## src/rtl/rect_draw_sched.sv

```systemverilog
// Round-robin rectangle fill scheduler: serves one of three requesters and
// emits its rectangle as a row-major stream of pixel writes.
module rect_draw_sched #(
    parameter int unsigned COLOUR_W = 3
) (
    input  logic                  clk,
    input  logic                  reset,
    input  logic [2:0]            req,
    input  logic [23:0]           rect_x,
    input  logic [23:0]           rect_y,
    input  logic [23:0]           rect_w,
    input  logic [23:0]           rect_h,
    input  logic [3*COLOUR_W-1:0] rect_colour,
    output logic [2:0]            grant,
    output logic [2:0]            done,
    output logic [7:0]            x_out,
    output logic [7:0]            y_out,
    output logic [COLOUR_W-1:0]   colour_out,
    output logic                  plot,
    output logic                  busy
);

    localparam int unsigned N_REQ = 3;
    localparam int unsigned CRD_W = 8;

    typedef enum logic [1:0] {IDLE, LOAD, DRAW, DONE} state_t;

    state_t              state, state_n;
    logic [1:0]          sel, sel_n;
    logic [1:0]          last_served, last_served_n;
    logic [CRD_W-1:0]    sx, sx_n, sy, sy_n, w, w_n, h, h_n;
    logic [CRD_W-1:0]    cx, cx_n, cy, cy_n;
    logic [COLOUR_W-1:0] col, col_n;
    logic [2:0]          grant_n, done_n;
    logic [CRD_W-1:0]    x_out_n, y_out_n;
    logic [COLOUR_W-1:0] colour_out_n;
    logic                plot_n, busy_n;

    logic [CRD_W-1:0]    x_arr [N_REQ];
    logic [CRD_W-1:0]    y_arr [N_REQ];
    logic [CRD_W-1:0]    w_arr [N_REQ];
    logic [CRD_W-1:0]    h_arr [N_REQ];
    logic [COLOUR_W-1:0] c_arr [N_REQ];

    logic [1:0] start, pick;
    logic [2:0] cand;
    logic       found;
    logic       last_col, last_row;

    // Unpack the flat per-requester buses
    always_comb begin
        for (int i = 0; i < int'(N_REQ); i++) begin
            x_arr[i] = rect_x[CRD_W*i +: CRD_W];
            y_arr[i] = rect_y[CRD_W*i +: CRD_W];
            w_arr[i] = rect_w[CRD_W*i +: CRD_W];
            h_arr[i] = rect_h[CRD_W*i +: CRD_W];
            c_arr[i] = rect_colour[COLOUR_W*i +: COLOUR_W];
        end
    end

    // Round-robin search starting just after the last served requester
    always_comb begin
        start = (last_served == 2'd2) ? 2'd0 : last_served + 2'd1;
        pick  = 2'd0;
        found = 1'b0;
        cand  = 3'd0;
        for (int k = 0; k < int'(N_REQ); k++) begin
            cand = 3'(start) + 3'(k);
            if (cand >= 3'd3) begin
                cand = cand - 3'd3;
            end
            if (!found && req[cand[1:0]]) begin
                found = 1'b1;
                pick  = cand[1:0];
            end
        end
    end

    assign last_col = (cx == w - 8'd1);
    assign last_row = (cy == h - 8'd1);

    // Next-state and registered-output logic
    always_comb begin
        state_n       = state;
        sel_n         = sel;
        last_served_n = last_served;
        sx_n          = sx;
        sy_n          = sy;
        w_n           = w;
        h_n           = h;
        col_n         = col;
        cx_n          = cx;
        cy_n          = cy;
        grant_n       = grant;
        done_n        = 3'b000;
        plot_n        = 1'b0;
        x_out_n       = x_out;
        y_out_n       = y_out;
        colour_out_n  = colour_out;

        unique case (state)
            IDLE: begin
                if (found) begin
                    sel_n   = pick;
                    sx_n    = x_arr[pick];
                    sy_n    = y_arr[pick];
                    w_n     = w_arr[pick];
                    h_n     = h_arr[pick];
                    col_n   = c_arr[pick];
                    cx_n    = '0;
                    cy_n    = '0;
                    grant_n = 3'b001 << pick;
                    state_n = LOAD;
                end
            end
            LOAD: begin
                if (w == '0 || h == '0) begin
                    done_n[sel] = 1'b1;
                    state_n     = DONE;
                end else begin
                    plot_n       = 1'b1;
                    x_out_n      = sx;
                    y_out_n      = sy;
                    colour_out_n = col;
                    state_n      = DRAW;
                end
            end
            DRAW: begin
                if (last_col && last_row) begin
                    done_n[sel] = 1'b1;
                    state_n     = DONE;
                end else begin
                    if (last_col) begin
                        cx_n = '0;
                        cy_n = cy + 8'd1;
                    end else begin
                        cx_n = cx + 8'd1;
                    end
                    plot_n  = 1'b1;
                    x_out_n = sx + cx_n;
                    y_out_n = sy + cy_n;
                end
            end
            DONE: begin
                last_served_n = sel;
                grant_n       = 3'b000;
                state_n       = IDLE;
            end
            default: state_n = IDLE;
        endcase

        busy_n = (state_n != IDLE);
    end

    // State and output registers
    always_ff @(posedge clk) begin
        if (reset) begin
            state       <= IDLE;
            sel         <= 2'd0;
            last_served <= 2'd2;
            sx          <= '0;
            sy          <= '0;
            w           <= '0;
            h           <= '0;
            col         <= '0;
            cx          <= '0;
            cy          <= '0;
            grant       <= 3'b000;
            done        <= 3'b000;
            plot        <= 1'b0;
            busy        <= 1'b0;
            x_out       <= '0;
            y_out       <= '0;
            colour_out  <= '0;
        end else begin
            state       <= state_n;
            sel         <= sel_n;
            last_served <= last_served_n;
            sx          <= sx_n;
            sy          <= sy_n;
            w           <= w_n;
            h           <= h_n;
            col         <= col_n;
            cx          <= cx_n;
            cy          <= cy_n;
            grant       <= grant_n;
            done        <= done_n;
            plot        <= plot_n;
            busy        <= busy_n;
            x_out       <= x_out_n;
            y_out       <= y_out_n;
            colour_out  <= colour_out_n;
        end
    end

endmodule

```

## config.mk

```make
export PLATFORM = sky130hd
export DESIGN_NAME = rect_draw_sched
export DESIGN_NICKNAME = d
export VERILOG_FILES = /design/src/rtl/rect_draw_sched.sv
export SDC_FILE = /design/constraint.sdc
export NUM_CORES = 1
export LEC_CHECK = 0
export BUFFER_PORTS_ARGS = -buffer_cell sky130_fd_sc_hd__clkbuf_2
export CAP_MARGIN = 20
export CORE_ASPECT_RATIO = 0.75
export CORE_MARGIN = 2
export CORE_UTILIZATION = 58
export DETAILED_ROUTE_END_ITERATION = 10
export PLACE_DENSITY = 0.88
export SLEW_MARGIN = 20
export SYNTH_ARGS = -nofsm -noshare
export SYNTH_HDL_FRONTEND = slang
export SYNTH_SLANG_ARGS = --single-unit
export TNS_END_PERCENT = 5
```

## constraint.sdc

```tcl
create_clock -name clk -period 6.7 [get_ports clk]
set_input_delay 0 -clock clk [delete_from_list [all_inputs] [get_ports clk]]
set_output_delay 0 -clock clk [all_outputs]
set_load 0.1 [all_outputs]
```

==> flow_summary.html, run 1 <==
<table>
<tr><th>Metric</th><th>Value</th></tr>
<tr><th colspan="2">Die</th></tr>
<tr><td>Number of placed I/O pins</td><td>137</td></tr>
<tr><td>Row Count</td><td>29</td></tr>
<tr><td>Placeable core region</td><td>8563 µm²</td></tr>
<tr><td>Die Width</td><td>113.0 µm</td></tr>
<tr><td>Initial core utilization</td><td>0.6036</td></tr>
<tr><td>Y dimension of the die</td><td>85.76 µm</td></tr>
<tr><td>Die outline area</td><td>9691 µm²</td></tr>
<tr><th colspan="2">Yosys</th></tr>
<tr><td>Number of flops mapped to enable cells by yosys</td><td>0</td></tr>
<tr><td>Async set-reset flop share out of synthesis</td><td>0</td></tr>
<tr><td>Average cell area after synthesis</td><td>8.165 µm²</td></tr>
<tr><td>Top area cells in the synthesized netlist</td><td>sky130_fd_sc_hd__dfxtp_1, sky130_fd_sc_hd__nor2_1, sky130_fd_sc_hd__a21oi_1</td></tr>
<tr><td>Most used DFF post-synth</td><td>sky130_fd_sc_hd__dfxtp_1</td></tr>
<tr><td>Post-synth top area share</td><td>0.3253</td></tr>
<tr><td>Top cell types by occurrence after synthesis</td><td>sky130_fd_sc_hd__nor2_1, sky130_fd_sc_hd__dfxtp_1, sky130_fd_sc_hd__a21oi_1</td></tr>
<tr><td>Most frequently used cell type in the post-synthesis netlist</td><td>sky130_fd_sc_hd__nor2_1</td></tr>
<tr><td>Nets in the synthesized netlist</td><td>767</td></tr>
<tr><td>Syn Std Cell Area</td><td>5169 µm²</td></tr>
<tr><td>Synth unique cells</td><td>63</td></tr>
<tr><td>Instance count of the mapped netlist</td><td>633</td></tr>
<tr><td>Sequential-to-total area share from yosys stat</td><td>0.3253</td></tr>
<tr><td>Synthesized flop and latch total</td><td>84</td></tr>
<tr><td>Library cell with the largest summed area after synthesis</td><td>sky130_fd_sc_hd__dfxtp_1</td></tr>
<tr><td>Number of warnings reported in the yosys synthesis log</td><td>0</td></tr>
<tr><th colspan="2">Pwr</th></tr>
<tr><td>Net Sw Power</td><td>1.551 mW</td></tr>
<tr><td>Internal power</td><td>1.434 mW</td></tr>
<tr><td>Share of power burned in the clock network</td><td>0.158</td></tr>
<tr><td>Portion of total power attributed to sequential cells</td><td>0.278</td></tr>
<tr><td>PwrDens</td><td>461.4 nW/µm²</td></tr>
<tr><td>Leakage power summed over all cells</td><td>2.879 nW</td></tr>
<tr><td>Combinational share of power</td><td>0.564</td></tr>
<tr><td>Net Sw Frac</td><td>0.5197</td></tr>
<tr><td>IR Drop Worst-Case VDD</td><td>0.2177 mV</td></tr>
<tr><th colspan="2">STA</th></tr>
<tr><td>Crit share post-route</td><td>0.7121</td></tr>
<tr><td>Worst slew pin tran</td><td>0.8847 ns</td></tr>
<tr><td>Final-layout setup total negative slack</td><td>0 ns</td></tr>
<tr><td>Worst Clk Skew</td><td>0.01195 ns</td></tr>
<tr><td>Slew Viols, Final</td><td>0</td></tr>
<tr><td>RSZ-0062 raised after global routing</td><td>no</td></tr>
<tr><td>Total setup violations reported at the end of the flow</td><td>0</td></tr>
<tr><td>Tightest slew margin relative to the limit</td><td>0.4048</td></tr>
<tr><td>Final Hold Viols</td><td>0</td></tr>
<tr><td>Minimum period implied by the final worst setup slack</td><td>4.771 ns</td></tr>
<tr><td>Highest Clock Rate</td><td>0.2096 GHz</td></tr>
<tr><th colspan="2">GRT</th></tr>
<tr><td>Initial antenna violation count</td><td>0</td></tr>
<tr><td>Global-route usage over all layers</td><td>0.3307</td></tr>
<tr><td>Residual overflow from global routing</td><td>0</td></tr>
<tr><td>First-pass GRT wire length</td><td>25430 µm</td></tr>
<tr><td>Largest net degree at the start of global routing</td><td>82</td></tr>
<tr><td>Via count of the first global-routing pass</td><td>5290</td></tr>
<tr><th colspan="2">Clocking</th></tr>
<tr><td>Cts bufs inserted</td><td>9</td></tr>
<tr><td>Clock insertion delay at the later pin of the skew report</td><td>0.35 ns</td></tr>
<tr><td>Buffers from clock root to sink, at most</td><td>2</td></tr>
<tr><td>CTS clock-pin slew for the worst setup and hold paths</td><td>0.06 ns</td></tr>
<tr><td>Number of instances resized during post-cts repair</td><td>0</td></tr>
<tr><td>Number of buffers inserted for hold repair after clock tree synthesis</td><td>30</td></tr>
<tr><td>Buffer count from post-CTS setup fixing</td><td>0</td></tr>
<tr><td>H-tree Lvls</td><td>3</td></tr>
<tr><td>Root buffer selected by CTS</td><td>sky130_fd_sc_hd__clkbuf_16</td></tr>
<tr><td>Clock tree sinks</td><td>84</td></tr>
<tr><td>Clock tree from TritonCTS</td><td>yes</td></tr>
<tr><th colspan="2">Run status</th></tr>
<tr><td>Outcome</td><td>finished with violations</td></tr>
<tr><td>Violated checks</td><td>design-rule violations</td></tr>
<tr><th colspan="2">Routing</th></tr>
<tr><td>Average routed wire per standard cell</td><td>18.45 µm</td></tr>
<tr><td>DRT iter0 DRCs</td><td>610</td></tr>
<tr><td>DRC violations left</td><td>2</td></tr>
<tr><td>Router iterations before antenna repair</td><td>8</td></tr>
<tr><td>Routed wire length</td><td>16390 µm</td></tr>
<tr><td>Routed Antenna Nets</td><td>0</td></tr>
<tr><td>Vias after detailed routing</td><td>5627</td></tr>
<tr><td>Via density per instance</td><td>6.337</td></tr>
<tr><th colspan="2">Critical path</th></tr>
<tr><td>Cell breakdown of the critical path</td><td>inv_1, ha_1, or4b_1, a211o_1, a21oi_1, nor2_1, nor2_8, mux2_2, ha_1, a21o_1, a21oi_1, nor2b_1, o21a_1, o41ai_1, xnor3_1, nand2_1, xor2_1, a211oi_1</td></tr>
<tr><td>Cell type of the slowest stage on the worst timing path</td><td>sky130_fd_sc_hd__or4b_1</td></tr>
<tr><td>Required time reported for the critical path endpoint</td><td>6.89 ns</td></tr>
<tr><td>Critical Path Fanout Max</td><td>18</td></tr>
<tr><td>Crit end category</td><td>register</td></tr>
<tr><td>Type of element launching the critical path</td><td>register</td></tr>
<tr><td>Arrival time worst endpoint</td><td>4.96 ns</td></tr>
<tr><td>Category of the most critical setup path</td><td>reg -&gt; reg</td></tr>
<tr><td>Delay of the slowest critical-path stage</td><td>0.51 ns</td></tr>
<tr><td>Length in cells of the worst reg-to-reg path</td><td>18</td></tr>
<tr><th colspan="2">Placed design</th></tr>
<tr><td>Placed Cells incl. Taps</td><td>842</td></tr>
<tr><td>Global placement routability congestion</td><td>0.9681</td></tr>
<tr><td>Port Buffers</td><td>136</td></tr>
<tr><td>DP Wirelength</td><td>11200 µm</td></tr>
<tr><th colspan="2">Cells and area</th></tr>
<tr><td>Final core area utilization</td><td>0.7556</td></tr>
<tr><td>Final #Nets</td><td>909</td></tr>
<tr><td>Share of post-route cells with drive strength above 1</td><td>0.2179</td></tr>
<tr><td>Layout overhead on the synthesized area</td><td>25.18%</td></tr>
<tr><td>Number of antenna repair diodes</td><td>0</td></tr>
<tr><td>Post-Layout Cell Count</td><td>888</td></tr>
<tr><th colspan="2">Min path</th></tr>
<tr><td>Number of cells on the worst hold path</td><td>3</td></tr>
<tr><td>Worst min path class</td><td>in -&gt; reg</td></tr>
<tr><th colspan="2">Job</th></tr>
<tr><td>Max-capacitance violation count</td><td>0</td></tr>
</table>
[power by group through the flow]
stage | Clock, mW | Sequential [mW] | Combinational (mW)
2_1_floorplan | 0 | 1.20 | 0.888
3_3_place_gp | 0 | 0.817 | 1.57
3_5_place_dp | 0 | 0.830 | 1.61
4_1_cts | 0.471 | 0.820 | 1.64
5_1_grt | 0.489 | 0.845 | 1.80
6_report | 0.472 | 0.831 | 1.68
[per-stage QoR]
| stage | hold slack, ns | total power [mW] | instance area, µm² | setup slack [ns] |
|---|---|---|---|---|
| detailed placement | 0.2525 | 2.442 | 5884 | 2.001 |
| global placement | 0.2485 | 2.387 | 5884 | 2.122 |
| global route | 0.05843 | 3.138 | 6470 | 1.555 |
| finish | 0.03471 | 2.985 | 6470 | 1.929 |
| floorplan | 0.1529 | 2.091 | 5169 | 2.204 |
| CTS | 0.03075 | 2.930 | 6461 | 1.960 |
[layer usage]
| layer | vias up | global-route usage | part of all wire |
|---|---|---|---|
| li1 | 2608 | - | - |
| met1 | 2637 | 0.4210 | 0.41 |
| met2 | 325 | 0.5455 | 0.46 |
| met3 | 57 | 0.06714 | 0.087 |
| met4 | 0 | 0.1508 | 0.035 |
| met5 | - | 0 | 0 |
[layout make-up]
type | instances | area [µm²]
multi-input cells | 488 | 3272
well taps | 108 | 135.1
clock inverters | 6 | 47.55
clock buffers | 10 | 229.0
flip-flops and latches | 84 | 1682
fillers | 578 | 2093
inverters | 19 | 71.32
repair buffers | 173 | 1033
[logic make-up after synthesis]
| family | after synthesis | share of synthesized area |
|---|---|---|
| AOI/OAI and AO/OA | 173 | 0.2348 |
| xor gates and xnor gates | 44 | 0.07867 |
| adders and majority gates | 26 | 0.06488 |
| buffers and inverters | 61 | 0.04672 |
| DFF | 84 | 0.3253 |
| muxes | 19 | 0.03704 |
| and+or+nand+nor | 226 | 0.2125 |
[worst max-delay path, delay by kind of cell, from the launching register on]
kind            cells  cell delay [ns]
simple gates        5             1.15
mux                 1             0.41
xor+xnor            2             0.53
compound gates      7             1.45
buf+inv             1             0.11
flops               1             0.35
fa+ha+maj           2             0.61
[worst paths after layout]
| kind | from | endpoint | slack [ns] |
|---|---|---|---|
| worst max-delay path | w[0] | y_out[7] | 1.93 |
| worst min-delay path | rect_y[7] | sy[7] | 0.03 |
| worst max register to register | w[0] | y_out[7] | 1.93 |
| worst min register to register | x_out[4] | x_out[4] | 0.50 |
[sequential cells by signal, summed over array words and instances, names as in the netlist]
| signal | cells |
|---|---|
| y_out | 8 |
| col | 3 |
| w | 8 |
| plot | 1 |
| sel | 2 |
| sy | 8 |
| x_out | 8 |
| cy | 8 |
| sx | 8 |
| colour_out | 3 |
| grant | 3 |
| h | 8 |
| done | 3 |
| busy | 1 |
| state | 2 |
| cx | 8 |
| last_served | 2 |
[placed cells by master (no fill, tap or decap), types with 6 or more instances in the layout]
cell and n:
sky130_fd_sc_hd__clkbuf_2 136, sky130_fd_sc_hd__nor2_1 87, sky130_fd_sc_hd__dfxtp_1 84, sky130_fd_sc_hd__a21oi_1 65, sky130_fd_sc_hd__nor3_1 42, sky130_fd_sc_hd__nand2_1 30
sky130_fd_sc_hd__a221o_1 30, sky130_fd_sc_hd__dlygate4sd3_1 30, sky130_fd_sc_hd__xnor2_1 26, sky130_fd_sc_hd__ha_1 22, sky130_fd_sc_hd__inv_1 19, sky130_fd_sc_hd__mux2i_1 18
sky130_fd_sc_hd__xor2_1 16, sky130_fd_sc_hd__a211oi_1 14, sky130_fd_sc_hd__a221oi_1 12, sky130_fd_sc_hd__o21ai_0 10, sky130_fd_sc_hd__nand3_1 9, sky130_fd_sc_hd__clkbuf_16 9
sky130_fd_sc_hd__nor2b_1 8, sky130_fd_sc_hd__buf_4 7, sky130_fd_sc_hd__or3_1 6, sky130_fd_sc_hd__and2_1 6, sky130_fd_sc_hd__nand2b_1 6
(Power assumes the default switching activity.)
==> inputs of run 2 (changes only) <==
- ABC_AREA: default -> 1
- CORE_UTILIZATION: 58 -> 54
- PLACE_DENSITY: 0.88 -> 0.82
- clock period: 6.7 -> 4.75 ns (I/O delays scaled with it)
==> run 2 against run 1 <==
Compared with the run above: the flow now finishes without violations; die area rose by 9.2%; worst setup slack lost 1.2 ns; via count grew 5.3%; global-route usage is 2.7 points lower; clock power is 67% higher; synthesized cell count is 22% higher; cell count grew 23%; flip-flop and latch count unchanged; maximum frequency grew 19%; first-iteration DRC count is 30% lower; critical endpoint is now sy[6]; largest power group unchanged.
==> flow_summary.html, run 2 <==
<table>
<tr><th>Metric</th><th>Value</th></tr>
<tr><th colspan="2">STA</th></tr>
<tr><td>Worst Clk Skew</td><td>0.01047 ns</td></tr>
<tr><td>Total setup violations reported at the end of the flow</td><td>0</td></tr>
<tr><td>Worst slew pin tran</td><td>0.9752 ns</td></tr>
<tr><td>Final Hold Viols</td><td>0</td></tr>
<tr><td>Crit share post-route</td><td>0.8409</td></tr>
<tr><td>Worst hold-check slack</td><td>0.006607 ns</td></tr>
<tr><td>Slew Viols, Final</td><td>0</td></tr>
<tr><td>Highest Clock Rate</td><td>0.2504 GHz</td></tr>
<tr><td>Tightest slew margin relative to the limit</td><td>0.3492</td></tr>
<tr><td>RSZ-0062 raised after global routing</td><td>no</td></tr>
<tr><td>Final-layout setup total negative slack</td><td>0 ns</td></tr>
<tr><td>Minimum period implied by the final worst setup slack</td><td>3.994 ns</td></tr>
<tr><td>Smallest setup slack after layout</td><td>0.7557 ns</td></tr>
<tr><th colspan="2">Critical path</th></tr>
<tr><td>Crit end category</td><td>register</td></tr>
<tr><td>Delay of the slowest critical-path stage</td><td>0.62 ns</td></tr>
<tr><td>Cell breakdown of the critical path</td><td>nor2_1, inv_1, o221ai_1, nor2_1, o21bai_1, nand2_2, inv_2, nand2_1, inv_2, a22oi_1, dlygate4sd3_1, a21oi_1, dlygate4sd3_1</td></tr>
<tr><td>Type of element launching the critical path</td><td>register</td></tr>
<tr><td>Category of the most critical setup path</td><td>reg -&gt; reg</td></tr>
<tr><td>Arrival time worst endpoint</td><td>4.29 ns</td></tr>
<tr><td>Register-to-Register Setup Slack</td><td>0.76 ns</td></tr>
<tr><td>Launching element of the worst setup path</td><td>last_served[0]</td></tr>
<tr><td>Cell type of the slowest stage on the worst timing path</td><td>sky130_fd_sc_hd__dlygate4sd3_1</td></tr>
<tr><td>Launch point of the worst reg-to-reg path</td><td>last_served[0]</td></tr>
<tr><td>Critical Path Fanout Max</td><td>37</td></tr>
<tr><td>Required time reported for the critical path endpoint</td><td>5.04 ns</td></tr>
<tr><th colspan="2">Yosys</th></tr>
<tr><td>Synth unique cells</td><td>45</td></tr>
<tr><td>Post-synth top area share</td><td>0.3189</td></tr>
<tr><td>Number of warnings reported in the yosys synthesis log</td><td>0</td></tr>
<tr><td>Top area cells in the synthesized netlist</td><td>sky130_fd_sc_hd__dfxtp_1, sky130_fd_sc_hd__nand2_1, sky130_fd_sc_hd__a21oi_1</td></tr>
<tr><td>Sequential-to-total area share from yosys stat</td><td>0.3189</td></tr>
<tr><td>Average cell area after synthesis</td><td>6.830 µm²</td></tr>
<tr><td>Syn Std Cell Area</td><td>5273 µm²</td></tr>
<tr><td>Most frequently used cell type in the post-synthesis netlist</td><td>sky130_fd_sc_hd__nand2_1</td></tr>
<tr><td>Synthesized flop and latch total</td><td>84</td></tr>
<tr><td>Number of flops mapped to enable cells by yosys</td><td>0</td></tr>
<tr><td>Instance count of the mapped netlist</td><td>772</td></tr>
<tr><td>Top cell types by occurrence after synthesis</td><td>sky130_fd_sc_hd__nand2_1, sky130_fd_sc_hd__a21oi_1, sky130_fd_sc_hd__dfxtp_1</td></tr>
<tr><td>Async set-reset flop share out of synthesis</td><td>0</td></tr>
<tr><td>Most used DFF post-synth</td><td>sky130_fd_sc_hd__dfxtp_1</td></tr>
<tr><td>Nets in the synthesized netlist</td><td>906</td></tr>
<tr><td>Library cell with the largest summed area after synthesis</td><td>sky130_fd_sc_hd__dfxtp_1</td></tr>
<tr><th colspan="2">Clocking</th></tr>
<tr><td>Buffer count from post-CTS setup fixing</td><td>0</td></tr>
<tr><td>Clock tree sinks</td><td>84</td></tr>
<tr><td>Root buffer selected by CTS</td><td>sky130_fd_sc_hd__clkbuf_16</td></tr>
<tr><td>H-tree Lvls</td><td>3</td></tr>
<tr><td>CTS clock-pin slew for the worst setup and hold paths</td><td>0.07 ns</td></tr>
<tr><td>Cts bufs inserted</td><td>9</td></tr>
<tr><td>Clock insertion delay at the later pin of the skew report</td><td>0.35 ns</td></tr>
<tr><td>Clock tree from TritonCTS</td><td>yes</td></tr>
<tr><td>Buffers from clock root to sink, at most</td><td>2</td></tr>
<tr><th colspan="2">Cells and area</th></tr>
<tr><td>Final #Nets</td><td>1087</td></tr>
<tr><td>Filler cells</td><td>767</td></tr>
<tr><td>Layout overhead on the synthesized area</td><td>31.77%</td></tr>
<tr><td>Most frequent standard cell in the layout excluding fill and tap cells</td><td>sky130_fd_sc_hd__nand2_1</td></tr>
<tr><td>Final core area utilization</td><td>0.7252</td></tr>
<tr><td>Top library cells by usage in the layout, fill and taps aside</td><td>sky130_fd_sc_hd__nand2_1, sky130_fd_sc_hd__clkbuf_2, sky130_fd_sc_hd__a21oi_1, sky130_fd_sc_hd__dfxtp_1, sky130_fd_sc_hd__inv_1</td></tr>
<tr><td>Number of antenna repair diodes</td><td>0</td></tr>
<tr><td>Share of post-route cells with drive strength above 1</td><td>0.2004</td></tr>
<tr><th colspan="2">GRT</th></tr>
<tr><td>Initial antenna violation count</td><td>0</td></tr>
<tr><td>Global-route usage over all layers</td><td>0.3041</td></tr>
<tr><td>Largest net degree at the start of global routing</td><td>38</td></tr>
<tr><td>Via count of the first global-routing pass</td><td>5528</td></tr>
<tr><td>First-pass GRT wire length</td><td>25850 µm</td></tr>
<tr><td>Residual overflow from global routing</td><td>0</td></tr>
<tr><th colspan="2">Pwr</th></tr>
<tr><td>Final Power</td><td>5.009 mW</td></tr>
<tr><td>PwrDens</td><td>720.9 nW/µm²</td></tr>
<tr><td>Leakage power summed over all cells</td><td>3.357 nW</td></tr>
<tr><td>IR Drop Worst-Case VDD</td><td>0.6619 mV</td></tr>
<tr><th colspan="2">Placed design</th></tr>
<tr><td>Setup Slack @ Placement</td><td>1.086 ns</td></tr>
<tr><td>Global placement routability congestion</td><td>0.9176</td></tr>
<tr><td>Port Buffers</td><td>136</td></tr>
<tr><td>DP Wirelength</td><td>10480 µm</td></tr>
<tr><th colspan="2">Routing</th></tr>
<tr><td>Vias after detailed routing</td><td>5923</td></tr>
<tr><td>Routed Antenna Nets</td><td>0</td></tr>
<tr><td>Via density per instance</td><td>5.434</td></tr>
<tr><td>DRC violations left</td><td>0</td></tr>
<tr><td>Router iterations before antenna repair</td><td>8</td></tr>
<tr><td>Routed wire length</td><td>15890 µm</td></tr>
<tr><td>Average routed wire per standard cell</td><td>14.57 µm</td></tr>
<tr><td>DRT iter0 DRCs</td><td>427</td></tr>
<tr><th colspan="2">Die</th></tr>
<tr><td>Number of placed I/O pins</td><td>137</td></tr>
<tr><td>Row Count</td><td>31</td></tr>
<tr><td>Y dimension of the die</td><td>89.58 µm</td></tr>
<tr><td>Die outline area</td><td>10580 µm²</td></tr>
<tr><td>Placeable core region</td><td>9580 µm²</td></tr>
<tr><td>Die Width</td><td>118.1 µm</td></tr>
<tr><td>Initial core utilization</td><td>0.5503</td></tr>
<tr><th colspan="2">Job</th></tr>
<tr><td>Max-capacitance violation count</td><td>0</td></tr>
<tr><th colspan="2">Min path</th></tr>
<tr><td>Hold path startpoint</td><td>rect_w[20]</td></tr>
<tr><td>Worst min path class</td><td>in -&gt; reg</td></tr>
<tr><th colspan="2">Run status</th></tr>
<tr><td>Outcome</td><td>completed</td></tr>
</table>
run 2: cell families (layout without fill, tap and decap cells):
logic type / count (synthesis) / in the layout / share of synthesized area
AOI/OAI and AO/OA: 197 / 197 / 0.2174
xor gates and xnor gates: 26 / 26 / 0.04319
adders and majority gates: 24 / 24 / 0.05980
buffers and inverters: 118 / 304 / 0.09231
DFF: 84 / 84 / 0.3189
muxes: 1 / 1 / 0.001899
and+or+nand+nor: 322 / 322 / 0.2665
run 2: what timing repair did:
item | 4_1_cts | 5_1_grt
endpoints found under the hold margin | 28 | 1
gates resized for setup | 0 | 0
hold buffers | 59 | 1
run 2: final cells by class:
class,instances,area (µm²),share of cell area
multi-input combinational,570,3104,0.4468
inverter,83,311.5,0.04484
tap,132,165.2,0.02377
timing repair buffer,205,1349,0.1941
sequential,84,1682,0.2420
clock buffer,9,225.2,0.03241
clock inverter,7,111.4,0.01603
run 2: worst paths after layout:
kind | to | depth (start not counted)
setup / recovery | sy[6] | 13
setup reg to reg | sy[6] | 13
hold reg to reg | done[0] | 1
hold / removal | w[4] | 3
run 2: per-layer routing:
layer | routed length (µm) | vias to the layer above | GRT usage | share of wire
met3 | 1184 | 37 | 0.07955 | 0.075
met4 | 298 | 0 | 0.08105 | 0.019
met5 | 0 | - | 0 | 0
li1 | - | 2951 | - | -
met2 | 7335 | 222 | 0.5271 | 0.46
met1 | 7066 | 2713 | 0.3832 | 0.44
run 2: where the power goes:
part | internal, mW | leakage, nW | switching, mW
clock | 0.470 | 0.163 | 0.316
combinational | 0.969 | 2.50 | 2.00
sequential | 0.980 | 0.691 | 0.274
run 2: critical path, delay by kind of cell (launching register included):
family	cells	cell delay, ns
compound gates	4	0.76
flops	1	0.33
buf+inv	5	1.95
simple gates	4	0.90
run 2: metrics by stage:
stage               instances  instance area (µm²)
floorplan                 772                 5273
global placement         1014                 6011
detailed placement       1014                 6011
CTS                      1089                 6938
global route             1090                 6948
finish                   1090                 6948
==> inputs of run 3 (changes only) <==
- clock period: 4.75 -> 3.9 ns (I/O delays scaled with it)
==> run 3 against run 2 <==
Compared with the run above: core utilization up 0.39 points; clock skew is 0.0027 ns lower; global-route usage increased by 0.13 points; die area did not move; sequential power up 22%; worst hold slack worse by 0.0033 ns; highest routed layer unchanged; clock power up 13%; wire length is 0.77% lower; combinational power grew 23%; count of clock-buffer cells in the layout stayed put; total power grew 21%; register-to-register slack worse by 0.47 ns.
==> flow_summary.html, run 3 (synthesis results as in run 2) <==
<table>
<tr><th>Metric</th><th>Value</th></tr>
<tr><th colspan="2">Min path</th></tr>
<tr><td>Worst min path class</td><td>in -&gt; reg</td></tr>
<tr><th colspan="2">Routing</th></tr>
<tr><td>Router iterations before antenna repair</td><td>5</td></tr>
<tr><td>DRT iter0 DRCs</td><td>345</td></tr>
<tr><td>DRC violations left</td><td>0</td></tr>
<tr><td>Average routed wire per standard cell</td><td>14.41 µm</td></tr>
<tr><td>Vias after detailed routing</td><td>5945</td></tr>
<tr><td>Via density per instance</td><td>5.434</td></tr>
<tr><td>Routed wire length</td><td>15760 µm</td></tr>
<tr><td>Routed Antenna Nets</td><td>0</td></tr>
<tr><th colspan="2">Die</th></tr>
<tr><td>Row Count</td><td>31</td></tr>
<tr><td>Die Width</td><td>118.1 µm</td></tr>
<tr><td>Placeable core region</td><td>9580 µm²</td></tr>
<tr><td>Y dimension of the die</td><td>89.58 µm</td></tr>
<tr><td>Initial core utilization</td><td>0.5503</td></tr>
<tr><td>Die outline area</td><td>10580 µm²</td></tr>
<tr><td>Number of placed I/O pins</td><td>137</td></tr>
<tr><th colspan="2">Job</th></tr>
<tr><td>Max-capacitance violation count</td><td>0</td></tr>
<tr><th colspan="2">Placed design</th></tr>
<tr><td>Global placement routability congestion</td><td>0.9398</td></tr>
<tr><td>DP Wirelength</td><td>10720 µm</td></tr>
<tr><td>Port Buffers</td><td>136</td></tr>
<tr><td>Setup Slack @ Placement</td><td>0.3363 ns</td></tr>
<tr><td>Placed Cells incl. Taps</td><td>1016</td></tr>
<tr><td>Cell area after placement</td><td>6026 µm²</td></tr>
<tr><th colspan="2">STA</th></tr>
<tr><td>Smallest setup slack after layout</td><td>0.2857 ns</td></tr>
<tr><td>Tightest slew margin relative to the limit</td><td>0.3845</td></tr>
<tr><td>Slew Viols, Final</td><td>0</td></tr>
<tr><td>Final-layout setup total negative slack</td><td>0 ns</td></tr>
<tr><td>Final Hold Viols</td><td>0</td></tr>
<tr><td>Minimum period implied by the final worst setup slack</td><td>3.614 ns</td></tr>
<tr><td>Crit share post-route</td><td>0.9267</td></tr>
<tr><td>Highest Clock Rate</td><td>0.2767 GHz</td></tr>
<tr><td>Worst Clk Skew</td><td>0.007802 ns</td></tr>
<tr><td>Worst slew pin tran</td><td>0.9233 ns</td></tr>
<tr><td>RSZ-0062 raised after global routing</td><td>no</td></tr>
<tr><td>Worst hold-check slack</td><td>0.003262 ns</td></tr>
<tr><td>Total setup violations reported at the end of the flow</td><td>0</td></tr>
<tr><th colspan="2">Clocking</th></tr>
<tr><td>H-tree Lvls</td><td>3</td></tr>
<tr><td>Buffers from clock root to sink, at most</td><td>2</td></tr>
<tr><td>Clock tree sinks</td><td>84</td></tr>
<tr><td>CTS clock-pin slew for the worst setup and hold paths</td><td>0.07 ns</td></tr>
<tr><td>Root buffer selected by CTS</td><td>sky130_fd_sc_hd__clkbuf_16</td></tr>
<tr><td>Clock tree from TritonCTS</td><td>yes</td></tr>
<tr><td>Cts bufs inserted</td><td>9</td></tr>
<tr><td>Clock insertion delay at the later pin of the skew report</td><td>0.35 ns</td></tr>
<tr><th colspan="2">Critical path</th></tr>
<tr><td>Critical Path Fanout Max</td><td>36</td></tr>
<tr><td>Arrival time worst endpoint</td><td>3.91 ns</td></tr>
<tr><td>Crit end category</td><td>register</td></tr>
<tr><td>Category of the most critical setup path</td><td>reg -&gt; reg</td></tr>
<tr><td>Required time reported for the critical path endpoint</td><td>4.19 ns</td></tr>
<tr><td>Register-to-Register Setup Slack</td><td>0.29 ns</td></tr>
<tr><td>Type of element launching the critical path</td><td>register</td></tr>
<tr><th colspan="2">GRT</th></tr>
<tr><td>Largest net degree at the start of global routing</td><td>43</td></tr>
<tr><td>Global-route usage over all layers</td><td>0.3054</td></tr>
<tr><td>Met1 usage</td><td>0.3820</td></tr>
<tr><td>Initial antenna violation count</td><td>0</td></tr>
<tr><td>First-pass GRT wire length</td><td>25960 µm</td></tr>
<tr><td>Met3 demand-to-capacity share in global routing</td><td>0.06439</td></tr>
<tr><td>Via count of the first global-routing pass</td><td>5644</td></tr>
<tr><td>GR peak layer</td><td>met2</td></tr>
<tr><td>Residual overflow from global routing</td><td>0</td></tr>
<tr><td>Met2 Resource Use GR</td><td>0.5292</td></tr>
<tr><th colspan="2">Pwr</th></tr>
<tr><td>Leakage power summed over all cells</td><td>3.362 nW</td></tr>
<tr><td>PwrDens</td><td>868.0 nW/µm²</td></tr>
<tr><td>IR Drop Worst-Case VDD</td><td>0.7658 mV</td></tr>
<tr><td>Final Power</td><td>6.064 mW</td></tr>
<tr><th colspan="2">Cells and area</th></tr>
<tr><td>Share of post-route cells with drive strength above 1</td><td>0.2069</td></tr>
<tr><td>Final #Nets</td><td>1091</td></tr>
<tr><td>Final standard cell area without fillers</td><td>6985 µm²</td></tr>
<tr><td>Top library cells by usage in the layout, fill and taps aside</td><td>sky130_fd_sc_hd__nand2_1, sky130_fd_sc_hd__clkbuf_2, sky130_fd_sc_hd__a21oi_1, sky130_fd_sc_hd__dfxtp_1, sky130_fd_sc_hd__inv_1</td></tr>
<tr><td>Post-Layout Cell Count</td><td>1094</td></tr>
<tr><td>Final core area utilization</td><td>0.7291</td></tr>
<tr><td>Layout overhead on the synthesized area</td><td>32.49%</td></tr>
<tr><td>Most frequent standard cell in the layout excluding fill and tap cells</td><td>sky130_fd_sc_hd__nand2_1</td></tr>
<tr><td>Number of antenna repair diodes</td><td>0</td></tr>
<tr><th colspan="2">Run status</th></tr>
<tr><td>Outcome</td><td>completed</td></tr>
</table>
[run 3: cell types whose count changed in the layout (fill, tap and decap cells not counted), sizes merged]
| cell | before | now |
|---|---|---|
| clkinvlp | 0 | 3 |
| buf | 9 | 11 |
| clkinv | 5 | 3 |
| dlygate4sd3 | 60 | 62 |
| bufinv | 2 | 1 |
[run 3: path summary, 6_finish.rpt]
path	from	to	cells past startpoint
worst max register to register	last_served[1]	sy[6]	14
worst min register to register	sel[0]	done[0]	1
worst max-delay path	last_served[1]	sy[6]	14
worst min-delay path	rect_h[5]	h[5]	5
[run 3: repair_timing]
action / in CTS / in global routing
gates resized for setup: 0 / 7
setup endpoints to repair: 0 / 2
hold buffers: 62 / 0
buffers inserted: 0 / 0
hold endpoints to repair: 31 / 0
[run 3: layer usage]
layer  up-vias  routed length, µm  share of wire
met3        39               1084          0.069
met5         -                  0              0
met4         0                325          0.021
met1      2731               6944           0.44
li1       2961                  -              -
met2       214               7407           0.47
[run 3: area by class of cell]
class / instances / area [µm²]
Inverter: 83 / 314.1
Multi-Input combinational cell: 570 / 3127
Tap cell: 132 / 165.2
Timing Repair Buffer: 209 / 1384
Clock inverter: 7 / 86.33
Sequential cell: 84 / 1684
Clock buffer: 9 / 225.2
Fill cell: 771 / 2595
[run 3: report_power, final]
group	switching (mW)	leakage [nW]	internal, mW
sequential	0.335	0.691	1.20
combinational	2.45	2.53	1.20
clock	0.380	0.141	0.505
total	3.17	3.36	2.90
[run 3: critical path, stage by stage, from the launching register on]
cell and delay (ns):
sky130_fd_sc_hd__dfxtp_1 0.39, sky130_fd_sc_hd__inv_1 0.11, sky130_fd_sc_hd__nand2_1 0.14, sky130_fd_sc_hd__o22ai_1 0.11, sky130_fd_sc_hd__a21oi_1 0.18, sky130_fd_sc_hd__inv_1 0.10
sky130_fd_sc_hd__nand2_1 0.07, sky130_fd_sc_hd__nor2_1 0.05, sky130_fd_sc_hd__a21oi_1 0.28, sky130_fd_sc_hd__nand2_1 0.10, sky130_fd_sc_hd__inv_2 0.48, sky130_fd_sc_hd__a22oi_1 0.18
sky130_fd_sc_hd__dlygate4sd3_1 0.64, sky130_fd_sc_hd__a21oi_1 0.16, sky130_fd_sc_hd__dlygate4sd3_1 0.57
